==> config.mk <==
export PLATFORM = sky130hd
export DESIGN_NAME = mem_step_4_ctrl
export DESIGN_NICKNAME = d
export VERILOG_FILES = /design/src/rtl/mem_step_4_ctrl.sv
export SDC_FILE = /design/constraint.sdc
export NUM_CORES = 1
export LEC_CHECK = 0
export ABC_AREA = 1
export BUFFER_PORTS_ARGS = -buffer_cell sky130_fd_sc_hd__buf_2
export CORE_UTILIZATION = 50
export CTS_BUF_LIST = sky130_fd_sc_hd__clkbuf_8
export CTS_CLUSTER_DIAMETER = 50
export DETAILED_ROUTE_END_ITERATION = 6
export PLACE_DENSITY = 0.92
export SLEW_MARGIN = 30
export SYNTH_ARGS = -nofsm -noshare
export SYNTH_HDL_FRONTEND = slang
export SYNTH_SLANG_ARGS = --single-unit
==> constraint.sdc <==
create_clock -name clk -period 4.45 [get_ports clk]
set_input_delay 0.445 -clock clk [delete_from_list [all_inputs] [get_ports clk]]
set_output_delay 0.445 -clock clk [all_outputs]
set_load 0.02 [all_outputs]
==> src/rtl/mem_step_4_ctrl.sv <==
// mem_step_4_ctrl: memory-access stage (step 4) of the multi-cycle CPU.
// Issues data-memory reads/writes over a req/ack handshake, captures load
// data and hands the opcode to step 5 (which selects load_data for lw).
// Optional build macro MEM_STEP_4_SUBWORD_EN adds byte/half loads and stores
// (lb, lbu, lh, lhu, sb, sh) with per-lane byte enables and extraction.
//
// state | meaning
// IDLE  | waiting for start; decodes opcode and alignment
// WAIT  | dmem_req held high until ack or timeout
// DONE  | done pulse for one cycle, then back to IDLE
module mem_step_4_ctrl #(
    parameter int unsigned TIMEOUT_CYCLES = 16,
    parameter int unsigned ADDR_W         = 32
) (
    input  logic              clk,
    input  logic              rst,
    input  logic              start,
    input  logic [5:0]        opcode_step_4,
    input  logic [ADDR_W-1:0] alu_result,
    input  logic [31:0]       store_data,
    output logic              dmem_req,
    output logic              dmem_we,
    output logic [ADDR_W-1:0] dmem_addr,
    output logic [31:0]       dmem_wdata,
    output logic [3:0]        dmem_be,
    input  logic              dmem_ack,
    input  logic [31:0]       dmem_rdata,
    output logic [31:0]       load_data,
    output logic [5:0]        opcode_step_5,
    output logic              done,
    output logic              err_misalign,
    output logic              err_timeout
);

    localparam logic [5:0] OP_LW  = 6'b100011;
    localparam logic [5:0] OP_SW  = 6'b101011;
`ifdef MEM_STEP_4_SUBWORD_EN
    localparam logic [5:0] OP_LB  = 6'b100000;
    localparam logic [5:0] OP_LBU = 6'b100100;
    localparam logic [5:0] OP_LH  = 6'b100001;
    localparam logic [5:0] OP_LHU = 6'b100101;
    localparam logic [5:0] OP_SB  = 6'b101000;
    localparam logic [5:0] OP_SH  = 6'b101001;
`endif

    localparam logic [1:0] SZ_BYTE = 2'd0;
    localparam logic [1:0] SZ_HALF = 2'd1;
    localparam logic [1:0] SZ_WORD = 2'd2;

    localparam logic [7:0] CNT_LAST = 8'(TIMEOUT_CYCLES - 1);

    typedef enum logic [1:0] {S_IDLE, S_WAIT, S_DONE} state_t;

    state_t      state_q;
    logic [7:0]  cnt_q;
    logic [5:0]  op_q;
    logic [1:0]  ofs_q;
    logic [1:0]  size_q;
    logic        sx_q;

    logic        dec_mem;
    logic        dec_we;
    logic        dec_sx;
    logic        dec_mis;
    logic [1:0]  dec_size;
    logic [3:0]  dec_be;
    logic [31:0] dec_wdata;

    // Picks the addressed lane out of the read word and extends it.
    function automatic logic [31:0] lane_extract(input logic [31:0] d,
                                                 input logic [1:0]  ofs,
                                                 input logic [1:0]  sz,
                                                 input logic        sx);
        logic [7:0]  b;
        logic [15:0] h;
        case (ofs)
            2'd0:    b = d[7:0];
            2'd1:    b = d[15:8];
            2'd2:    b = d[23:16];
            default: b = d[31:24];
        endcase
        h = ofs[1] ? d[31:16] : d[15:0];
        case (sz)
            SZ_BYTE: lane_extract = {{24{sx & b[7]}}, b};
            SZ_HALF: lane_extract = {{16{sx & h[15]}}, h};
            default: lane_extract = d;
        endcase
    endfunction

    // Opcode decode: memory-op class, access size, alignment, lanes.
    always_comb begin
        dec_mem  = 1'b0;
        dec_we   = 1'b0;
        dec_sx   = 1'b0;
        dec_size = SZ_WORD;
        case (opcode_step_4)
            OP_LW:  dec_mem = 1'b1;
            OP_SW:  begin dec_mem = 1'b1; dec_we = 1'b1; end
`ifdef MEM_STEP_4_SUBWORD_EN
            OP_LB:  begin dec_mem = 1'b1; dec_size = SZ_BYTE; dec_sx = 1'b1; end
            OP_LBU: begin dec_mem = 1'b1; dec_size = SZ_BYTE; end
            OP_LH:  begin dec_mem = 1'b1; dec_size = SZ_HALF; dec_sx = 1'b1; end
            OP_LHU: begin dec_mem = 1'b1; dec_size = SZ_HALF; end
            OP_SB:  begin dec_mem = 1'b1; dec_size = SZ_BYTE; dec_we = 1'b1; end
            OP_SH:  begin dec_mem = 1'b1; dec_size = SZ_HALF; dec_we = 1'b1; end
`endif
            default: ;
        endcase
        case (dec_size)
            SZ_BYTE: begin
                dec_mis   = 1'b0;
                dec_be    = 4'b0001 << alu_result[1:0];
                dec_wdata = {4{store_data[7:0]}};
            end
            SZ_HALF: begin
                dec_mis   = dec_mem & alu_result[0];
                dec_be    = alu_result[1] ? 4'b1100 : 4'b0011;
                dec_wdata = {2{store_data[15:0]}};
            end
            default: begin
                dec_mis   = dec_mem & (|alu_result[1:0]);
                dec_be    = 4'b1111;
                dec_wdata = store_data;
            end
        endcase
    end

    // Controller FSM with all outputs registered.
    always_ff @(posedge clk or posedge rst) begin
        if (rst) begin
            state_q       <= S_IDLE;
            cnt_q         <= '0;
            op_q          <= '0;
            ofs_q         <= '0;
            size_q        <= SZ_WORD;
            sx_q          <= 1'b0;
            dmem_req      <= 1'b0;
            dmem_we       <= 1'b0;
            dmem_addr     <= '0;
            dmem_wdata    <= '0;
            dmem_be       <= '0;
            load_data     <= '0;
            opcode_step_5 <= '0;
            done          <= 1'b0;
            err_misalign  <= 1'b0;
            err_timeout   <= 1'b0;
        end else begin
            done <= 1'b0;
            case (state_q)
                S_IDLE: begin
                    if (start) begin
                        if (dec_mem && !dec_mis) begin
                            dmem_req   <= 1'b1;
                            dmem_we    <= dec_we;
                            dmem_addr  <= {alu_result[ADDR_W-1:2], 2'b00};
                            dmem_wdata <= dec_wdata;
                            dmem_be    <= dec_be;
                            op_q       <= opcode_step_4;
                            ofs_q      <= alu_result[1:0];
                            size_q     <= dec_size;
                            sx_q       <= dec_sx;
                            cnt_q      <= '0;
                            state_q    <= S_WAIT;
                        end else begin
                            if (dec_mem) begin
                                err_misalign <= 1'b1;
                                load_data    <= '0;
                            end
                            opcode_step_5 <= opcode_step_4;
                            done          <= 1'b1;
                            state_q       <= S_DONE;
                        end
                    end
                end
                S_WAIT: begin
                    if (dmem_ack) begin
                        if (!dmem_we) begin
                            load_data <= lane_extract(dmem_rdata, ofs_q, size_q, sx_q);
                        end
                        dmem_req      <= 1'b0;
                        cnt_q         <= '0;
                        opcode_step_5 <= op_q;
                        done          <= 1'b1;
                        state_q       <= S_DONE;
                    end else if (cnt_q == CNT_LAST) begin
                        err_timeout   <= 1'b1;
                        load_data     <= '0;
                        dmem_req      <= 1'b0;
                        cnt_q         <= '0;
                        opcode_step_5 <= op_q;
                        done          <= 1'b1;
                        state_q       <= S_DONE;
                    end else begin
                        cnt_q <= cnt_q + 8'd1;
                    end
                end
                default: begin
                    state_q <= S_IDLE;
                end
            endcase
        end
    end

endmodule

==> results of run 1 <==
-- synth_stat cells (all sizes together) --
cell / instances / area share
nor3: 2 / 0.0028
nor2: 46 / 0.034
a31oi: 1 / 0.0012
o21bai: 3 / 0.0042
conb: 1 / 0.00069
nand3: 51 / 0.050
dfrtp: 122 / 0.56
ha: 1 / 0.0023
a21oi: 1 / 0.0016
or2: 1 / 0.0012
buf: 23 / 0.036
nand2: 222 / 0.16
o21ai: 77 / 0.073
inv: 86 / 0.060
clkbuf: 13 / 0.0090
nor3b: 1 / 0.0014
clkinv: 1 / 0.00092
-- power groups by stage --
stage / Combinational (W) / Sequential [W] / Clock (W)
3_5_place_dp: 0.000288 / 0.00120 / 0
4_1_cts: 0.000288 / 0.00118 / 0.00103
5_1_grt: 0.000314 / 0.00119 / 0.00109
3_3_place_gp: 0.000280 / 0.00120 / 0
2_1_floorplan: 0.000104 / 0.00127 / 0
6_report: 0.000284 / 0.00119 / 0.00101
-- per-layer routing --
layer / track usage / up-vias / wire length [um]
met2: 0.389 / 204 / 6180
met4: 0.0873 / 0 / 148
met3: 0.0644 / 13 / 986
li1: - / 2398 / -
met1: 0.284 / 2217 / 5310
met5: 0 / - / 0
-- worst min path at each step --
stage	start	to	slack, ps	cells past startpoint
6_report	rst	dmem_wdata[11]	160	2
4_1_cts	rst	dmem_wdata[11]	170	2
3_5_place_dp	op_q[5]	op_q[5]	440	2
2_1_floorplan	op_q[0]	op_q[0]	420	2
3_3_place_gp	op_q[1]	op_q[1]	440	2
5_1_grt	rst	load_data[22]	200	2
-- stage by stage --
stage                     hold WS [ps]  cell area, um^2   util  instances  power [W]
final                              160             6850  0.658       1003    0.00248
after global routing               196             6850  0.658       1002    0.00259
after CTS                          166             6850  0.658       1002    0.00251
after detailed placement           442             6440  0.618        970    0.00149
after global placement             437             6440  0.618        970    0.00148
after floorplan                    419             5420      -        653    0.00137
-- area by class of cell --
class	count	area share
flip-flops and latches	122	0.445
multi-input cells	408	0.262
repair buffers	217	0.160
inverters	87	0.0482
clock buffers	17	0.0341
clock inverters	15	0.0257
well taps	136	0.0248
diodes	1	0.000365
-- kinds of logic after synthesis --
logic type               count (synthesis)
adder cells (fa/ha/maj)                  1
other                                    1
AND/OR/NAND/NOR                        323
flip-flops                             122
buffers and inverters                  123
AO/OA/AOI/OAI                           82
-- state kept, by name (all words and copies together), names as in the netlist, 2 cells and up --
| signal | flops |
|---|---|
| dmem_wdata | 32 |
| dmem_addr | 30 |
| state_q | 2 |
| opcode_step_5 | 6 |
| op_q | 6 |
| cnt_q | 8 |
| load_data | 32 |
==> results by group, run 1 <==
GRT
  • Pin count of the biggest net entering global routing: 86
  • First-pass GRT wire length: 20.5 mm
  • Vias in the first global route: between 4000 and 5000
  • Global route overflow: 0
  • GRT Total Usage: 0.231
  • Antenna violations before repair: 0

Synth
  • Mux contribution to synthesized area: 0
  • Adder-Cell Fraction of Synth Area: 0.00231
  • Synthesis-stage register bit count: about 120
  • Main combinational cell family by area after synthesis: simple AND/OR/NAND/NOR gates
  • Mapped Avg Cell Area: 8.30 um^2
  • Synth cell types: 28
  • Synth Warn #: 0
  • Gate Count Post-Synth: approximately 650
  • Post-Syn Area: about 5400 um^2
  • Xor-xnor portion of the synthesized cell area: 0
  • Register area share after synthesis: 0.564
  • Synth Area in Simple Gates: 0.248
  • Compound-Gate Fraction of Synth Area: 0.0802

Setup path
  • Crit-path max cell delay: 510 ps
  • Worst setup path end: load_data[21]
  • Delay-heaviest family, CP: simple AND/OR/NAND/NOR gates
  • Critical path data arrival time: 2910 ps
  • Bufs and invs on worst path: 2
  • Critical Path End Type: flip-flop
  • Crit start category: flip-flop
  • Stages on worst setup path: 8
  • CP startpoint: state_q[1]
  • Reg2reg path depth: 8
  • Critical R2R Launch: state_q[1]
  • CP max-delay cell: nand2_2
  • CP cell instances: inv_2, nand2_2, inv_2, o21ai_1, nand2_2, nand2_4, nand2_1, nand2_1
  • Crit-path max FO: 45
  • R2r endpoint: load_data[21]
  • Worst Path Class, Setup: flip-flop to flip-flop
  • Worst path required time: between 4000 and 5000 ps
  • R2r setup slk: roughly 1800 ps

Timing
  • Worst Max-Slew Pin Slew: 857 ps
  • Clock skew: 12.9 ps
  • RSZ-0062 raised after global routing: no
  • # setup viols final: 0
  • Fmax: roughly 0.38 GHz
  • Slew Limit Fails: 0
  • Final hold vios: 0
  • Period Utilization, post-route: 0.590
  • Min Tclk post-route: 2630 ps
  • Setup TNS: 0 ps
  • PnR worst setup slack: 1820 ps
  • Max-Slew Margin vs Limit: 0.426

Power and ir drop
  • Seq pwr share: 0.477
  • PwrDens: approximately 360 nW/um^2
  • Clock power frac: 0.408
  • Net Sw Power: 0.000666 W
  • Internal Power: 0.00182 W
  • Combinational share of power: 0.115
  • Net Sw Frac: 0.268
  • Leakage: 4.13 nW
  • VDD IR max: 0.271 mV

Clocking
  • CTS resizes: 0
  • Clk_lat worst skew: 410 ps
  • CTS Buf Count: 17
  • Setup repair bufs after CTS: 0
  • Largest buffer count on any clock path: 2
  • Clk slew on worst S/H paths: 80 ps
  • CTS tree: yes
  • Root Buffer: clkbuf_8
  • Sink Count: 122
  • H-tree levels: 4
  • Hold-fix buffers at CTS: 0

Placed design
  • Pre-CTS setup slack: 1840 ps
  • IO buf count: 214
  • GP Congestion: 0.826
  • HPWL after DPL: 8.97 mm

Route
  • Initial DRC Count: about 280
  • DRC: 0
  • Average routed wire per standard cell: 12.6 um
  • Vias per std cell: just under 5
  • Vias: 4832
  • Final ANT Viol Nets: 0
  • Final wirelength: 12.6 mm
  • Drt pass-1 iters: 5

Finish
  • Final net count: 960
  • Multi-input logic area: 1790 um^2
  • Share of layout cells above drive strength 1: 0.312
  • Commonest non-fill, non-tap cell in the layout: nand2_1
  • Commonest non-fill, non-tap cells in the layout: 216 x nand2_1, 214 x buf_2, 122 x dfrtp_1
  • Area growth syn-to-layout: 26.6%
  • # fillers: between 800 and 900
  • Register area: 3050 um^2

Floorplan
  • I/O pin count: 217
  • DIE WIDTH: 106 um
  • Die height: roughly 110 um
  • Initial Util: 0.520
  • Total die area: 11200 um^2
  • Core outline area: around 10000 um^2
  • Row count: 37

Run
  • Number of max-cap violations: 0

Run status
  • Status: complete, no violations

Min path
  • Hold Crit Class: input pin to async pin
Note: power is estimated with default switching activity, not from simulation.
==> inputs of run 2 (changes only) <==
ABC_AREA = 0   (was 1)
CORE_UTILIZATION = 49   (was 50)
PLACE_DENSITY = 0.93   (was 0.92)
clock period = 2.47 ns   (was 4.45 ns; I/O delays follow)
==> run 2 against run 1 <==
Utilization grew 2.6 points. Worst setup slack got worse by 1400 ps. Highest routed layer unchanged. Combinational power rose by 140%. Design area fell by 6.1%. Worst hold slack worse by 140 ps. Synthesized cell count shrank 50%. Critical endpoint is now load_data[18]. Largest power group unchanged. Clock power up 89%. Largest cell class unchanged. Global-route usage shrank 1.2 points. Maximum frequency up 28%.
==> results by group, run 2 <==
Run status
  • Status: complete, no violations

Floorplan
  • Total die area: 10300 um^2
  • Row count: 35
  • I/O pin count: 217
  • DIE WIDTH: 101 um
  • Core outline area: approximately 9400 um^2
  • Initial Util: 0.514
  • Die height: 101 um

Synth
  • Synthesis-stage register bit count: about 120
  • Mapped Avg Cell Area: 15.0 um^2
  • Area share of the leading cell type in the synthesized netlist: 0.631
  • Post-synth top flop: dfrtp_1
  • Post-synth ARST share: 1.00
  • Top-count cell post-synth: dfrtp_1
  • Synth Warn #: 0
  • Area leader, netlist: dfrtp_1
  • Synth top cells by count: 122 x dfrtp_1, 70 x mux2_2, 32 x a22o_1, 10 x buf_2
  • Post-synth EDFFs: 0
  • Synth cell types: 42
  • Register area share after synthesis: 0.631
  • Gate Count Post-Synth: 323
  • Post-Syn Area: 4840 um^2
  • Synth area leaders: dfrtp_1 63%, mux2_2 16%, a22o_1 5.8%

Placed design
  • GP Congestion: just over 0.8
  • IO buf count: about 210
  • HPWL after DPL: 7.64 mm
  • Dpl cell area: ~6000 um^2
  • Post-Place Cells: 651

Setup path
  • Crit start category: flip-flop
  • Bufs and invs on worst path: 0
  • Critical Path End Type: flip-flop
  • Critical path data arrival time: 2350 ps
  • CP cell instances: or4_4, o21ai_4, o211ai_4, a22o_1
  • CP max-delay cell: or4_4
  • Worst Path Class, Setup: flip-flop to flip-flop
  • Crit-path max FO: 32
  • Crit-path max cell delay: about 600 ps
  • Delay-heaviest family, CP: compound AO/OA/AOI/OAI gates
  • Worst path required time: 2770 ps

Power and ir drop
  • Leakage: 3.67 nW
  • PwrDens: 751 nW/um^2
  • Net Sw Frac: 0.247
  • Internal Power: 0.00364 W
  • Seq pwr share: 0.463
  • VDD IR max: 0.591 mV
  • Clock power frac: 0.396
  • Combinational share of power: 0.141
  • Net Sw Power: 0.00120 W

Clocking
  • CTS tree: yes
  • H-tree levels: 4
  • Root Buffer: clkbuf_8
  • Clk slew on worst S/H paths: 70 ps
  • Sink Count: between 100 and 150
  • Clk_lat worst skew: 410 ps
  • CTS Buf Count: 17
  • Setup repair bufs after CTS: 0
  • Hold-fix buffers at CTS: 0
  • Largest buffer count on any clock path: 2
  • CTS resizes: 0

Finish
  • Diode count: 0
  • Area growth syn-to-layout: 33.1%
  • Top Registers: dmem_wdata (32), load_data (32), dmem_addr (30)
  • Fin util: 0.684
  • Final net count: 648
  • Design Area, Final: 6440 um^2
  • Final cell count without fillers: 682
  • Share of layout cells above drive strength 1: 0.606
  • Commonest non-fill, non-tap cell in the layout: buf_2
  • Commonest non-fill, non-tap cells in the layout: 214 x buf_2, 122 x dfrtp_1, 70 x mux2_2
  • # fillers: 637

Timing
  • Slew Limit Fails: 0
  • Clock skew: 5.90 ps
  • # setup viols final: 0
  • Fmax: 0.486 GHz
  • Max-Slew Margin vs Limit: 0.410
  • Period Utilization, post-route: 0.833
  • Min Tclk post-route: 2060 ps
  • RSZ-0062 raised after global routing: no
  • Setup TNS: 0 ps
  • Final hold vios: 0
  • Worst Max-Slew Pin Slew: 881 ps

GRT
  • First-pass GRT wire length: 16.8 mm
  • GRT Total Usage: 0.220
  • Antenna violations before repair: 0
  • Pin count of the biggest net entering global routing: 123
  • Vias in the first global route: 3509
  • Global route overflow: 0

Min path
  • Hold Crit Class: input pin to async pin

Route
  • Vias: 3476
  • Initial DRC Count: 89
  • Drt pass-1 iters: 4
  • Average routed wire per standard cell: about 16 um
  • Vias per std cell: 5.10
  • Final ANT Viol Nets: 0
  • DRC: 0
  • Final wirelength: 10.8 mm

Run
  • Number of max-cap violations: 0
## run 2: cell count changes after synthesis, sizes merged, moves of 32 or more
| cell | before | now |
|---|---|---|
| nand2 | 222 | 8 |
| inv | 86 | 5 |
| a22o | 0 | 32 |
| mux2 | 0 | 76 |
| nor2 | 46 | 6 |
| o21ai | 77 | 9 |
| nand3 | 51 | 6 |
## run 2: power by group through the flow
stage	Combinational [W]	Clock (W)	Sequential [W]
after floorplan	0.000214	0	0.00245
after global routing	0.000739	0.00206	0.00226
after detailed placement	0.000691	0	0.00227
after global placement	0.000668	0	0.00227
final	0.000684	0.00191	0.00224
after CTS	0.000696	0.00197	0.00224
## run 2: tightest hold or removal path: cells and delay by family
family                 cells  cell delay, ps
buffers and inverters      3             650
## run 2: final timing paths
| kind | from | to | slack [ps] | cells after the start |
|---|---|---|---|---|
| max | cnt_q[4] | load_data[18] | 410 | 4 |
| max in group asynchronous | rst | dmem_addr[20] | 1970 | 3 |
| min | rst | dmem_addr[12] | 20 | 3 |
| min reg2reg | op_q[1] | op_q[1] | 460 | 1 |
| max reg2reg | cnt_q[4] | load_data[18] | 410 | 4 |
| min in group clk | store_data[26] | dmem_wdata[26] | 60 | 2 |
## run 2: final cells by class
| cell class | instances | area (um^2) | share of cell area |
|---|---|---|---|
| clock buffers | 21 | 289 | 0.0449 |
| clock inverters | 10 | 148 | 0.0229 |
| inverters | 5 | 22.5 | 0.00350 |
| multi-input cells | 177 | 1640 | 0.255 |
| flip-flops and latches | 122 | 3050 | 0.474 |
| well taps | 129 | 161 | 0.0251 |
| repair buffers | 218 | 1130 | 0.175 |
## run 2: logic make-up (layout without fill, tap and decap cells)
group | count (synthesis) | in the layout | share of synthesized area
flops | 122 | 122 | 0.631
mux | 76 | 76 | 0.182
compound gates | 53 | 53 | 0.0903
simple gates | 43 | 43 | 0.0580
buf+inv | 25 | 254 | 0.0318
xor+xnor | 2 | 2 | 0.00362
fa+ha+maj | 1 | 1 | 0.00259
other cells | 1 | 2 | 0.000775
## run 2: metal layers
| metal | global-route usage | part of all wire |
|---|---|---|
| met1 | 0.248 | 0.39 |
| met2 | 0.376 | 0.52 |
| met3 | 0.0856 | 0.082 |
| met4 | 0.0858 | 0.013 |
| met5 | 0 | 0 |
## run 2: through the flow
step / total power, W / hold WS [ps] / worst slack (ps)
6_report: 0.00483 / 18.3 / 412
3_3_place_gp: 0.00294 / 447 / 554
4_1_cts: 0.00490 / 24.2 / 432
2_1_floorplan: 0.00267 / 387 / 685
5_1_grt: 0.00505 / 16.1 / 354
3_5_place_dp: 0.00296 / 450 / 461
==> inputs of run 3 (changes only) <==
clock period = 1.9 ns   (was 2.47 ns; I/O delays follow)
==> run 3 against run 2 <==
Critical path depth is 1 higher. Via count is 18% higher. Flip-flop and latch count stayed put. Die area stayed put. Critical endpoint is now load_data[12]. Largest cell class unchanged. Worst hold slack better by 9.0 ps. Wire length is 35% higher.
==> results by group, run 3 (same netlist as run 2, synthesis figures left out) <==
Setup path
  • Worst Path Class, Setup: flip-flop to flip-flop
  • Worst path required time: 2200 ps
  • R2r endpoint: load_data[12]
  • CP startpoint: cnt_q[5]
  • Critical Path End Type: flip-flop
  • Crit start category: flip-flop
  • Crit-path max FO: 16
  • Reg2reg path depth: 5
  • Critical path data arrival time: 2190 ps
  • Critical R2R Launch: cnt_q[5]
  • R2r setup slk: 10 ps

Route
  • Vias per std cell: about 5.2
  • Final wirelength: 14.6 mm
  • Average routed wire per standard cell: between 15 and 20 um
  • Initial DRC Count: around 120
  • Final ANT Viol Nets: 0
  • Vias: 4118
  • Drt pass-1 iters: 4
  • DRC: 0

Timing
  • Slew Limit Fails: 0
  • # setup viols final: 0
  • Final hold vios: 0
  • RSZ-0062 raised after global routing: yes
  • Max-Slew Margin vs Limit: 0.628
  • Period Utilization, post-route: 0.994
  • Final hold slack: ~27 ps
  • Setup TNS: 0 ps
  • Clock skew: 8.48 ps
  • Worst Max-Slew Pin Slew: 556 ps
  • Fmax: 0.529 GHz
  • Min Tclk post-route: between 1500 and 2000 ps

Clocking
  • Root Buffer: clkbuf_8
  • H-tree levels: 4
  • Sink Count: between 100 and 150
  • Largest buffer count on any clock path: 2
  • CTS tree: yes
  • CTS Buf Count: 17
  • Clk_lat worst skew: ~420 ps
  • Clk slew on worst S/H paths: about 70 ps

Power and ir drop
  • Total power: 0.00644 W
  • VDD IR max: 0.562 mV
  • PwrDens: 858 nW/um^2
  • Leakage: 4.10 nW

Floorplan
  • Row count: 35
  • I/O pin count: 217
  • Core outline area: 9420 um^2
  • Die height: 101 um
  • DIE WIDTH: 101 um
  • Total die area: 10300 um^2
  • Initial Util: 0.514

Finish
  • Final net count: 753
  • Area growth syn-to-layout: 55.2%
  • Final cell count without fillers: 788
  • Design Area, Final: 7500 um^2
  • Top Registers: dmem_wdata (32), load_data (32), dmem_addr (30)
  • Commonest non-fill, non-tap cells in the layout: 214 x buf_2, 122 x dfrtp_1, 92 x dlygate4sd3_1
  • Share of layout cells above drive strength 1: 0.534
  • Diode count: 0
  • Commonest non-fill, non-tap cell in the layout: buf_2

GRT
  • Vias in the first global route: 4419
  • Antenna violations before repair: 0
  • First-pass GRT wire length: 22.1 mm
  • Global route overflow: 0
  • Pin count of the biggest net entering global routing: 73
  • GRT Total Usage: 0.292

Placed design
  • Dpl cell area: between 6000 and 7000 um^2
  • HPWL after DPL: 8.19 mm
  • Post-Place Cells: 659
  • IO buf count: 214
  • GP Congestion: 0.806

Min path
  • Hold Path Sink: load_data[15]
  • Hold Crit Class: input pin to flip-flop
  • Hold Crit Start: dmem_rdata[15]
  • Hold Path Stages: 2

Run status
  • Status: complete, no violations

Run
  • Number of max-cap violations: 0
==> run 3: worst max path at each step <==
stage	endpoint	cells past startpoint	slack, ps
floorplan	opcode_step_5[0]	4	120
global placement	load_data[14]	4	60
detailed placement	load_data[29]	4	-50
CTS	opcode_step_5[2]	5	-3
global route	load_data[8]	5	-30
finish	load_data[12]	5	10
==> run 3: critical path, stage by stage, from the launching register on <==
cell and delay (ps):
dfrtp_1 380, or4_4 580, o21ai_4 180, buf_12 130, o211ai_4 200, a22o_1 290
==> run 3: timing repair <==
| action | CTS | global route |
|---|---|---|
| pin swaps | 2 | 1 |
| cloned | 1 | 0 |
| endpoints found under the setup margin | 32 | 43 |
| hold endpoints to repair | 211 | 2 |
| gates resized for setup | 4 | 2 |
| setup buffers | 2 | 2 |
| hold buffers | 90 | 2 |
==> run 3: final cells by class <==
type / instances / area [um^2]
clock buffer: 20 / 275
clock inverter: 12 / 148
fill: 517 / 1910
inverter: 5 / 22.5
multi-input combinational: 178 / 1670
sequential: 122 / 3050
tap: 129 / 161
timing repair buffer: 322 / 2170
==> run 3: metrics by stage <==
stage	util	worst slack, ps
final	0.797	11.1
after global routing	0.797	-31.4
after CTS	0.793	-3.00
after detailed placement	0.647	-46.7
after global placement	0.647	55.2
after floorplan	-	115
==> run 3: report_power, final <==
part	leakage [nW]	switching, W	total [W]	internal [W]
Clock	0.208	0.00104	0.00243	0.00139
Sequential	1.64	0.000131	0.00293	0.00280
Combinational	2.25	0.000567	0.00108	0.000516
Total	4.10	0.00173	0.00644	0.00471
==> run 3: layer usage <==
layer,part of all wire,GRT usage,vias up,wire length [um]
li1,-,-,1813,-
met3,0.077,0.0952,40,1120
met5,0,0,-,0
met2,0.52,0.531,241,7610
met1,0.37,0.305,2024,5460
met4,0.030,0.138,0,442
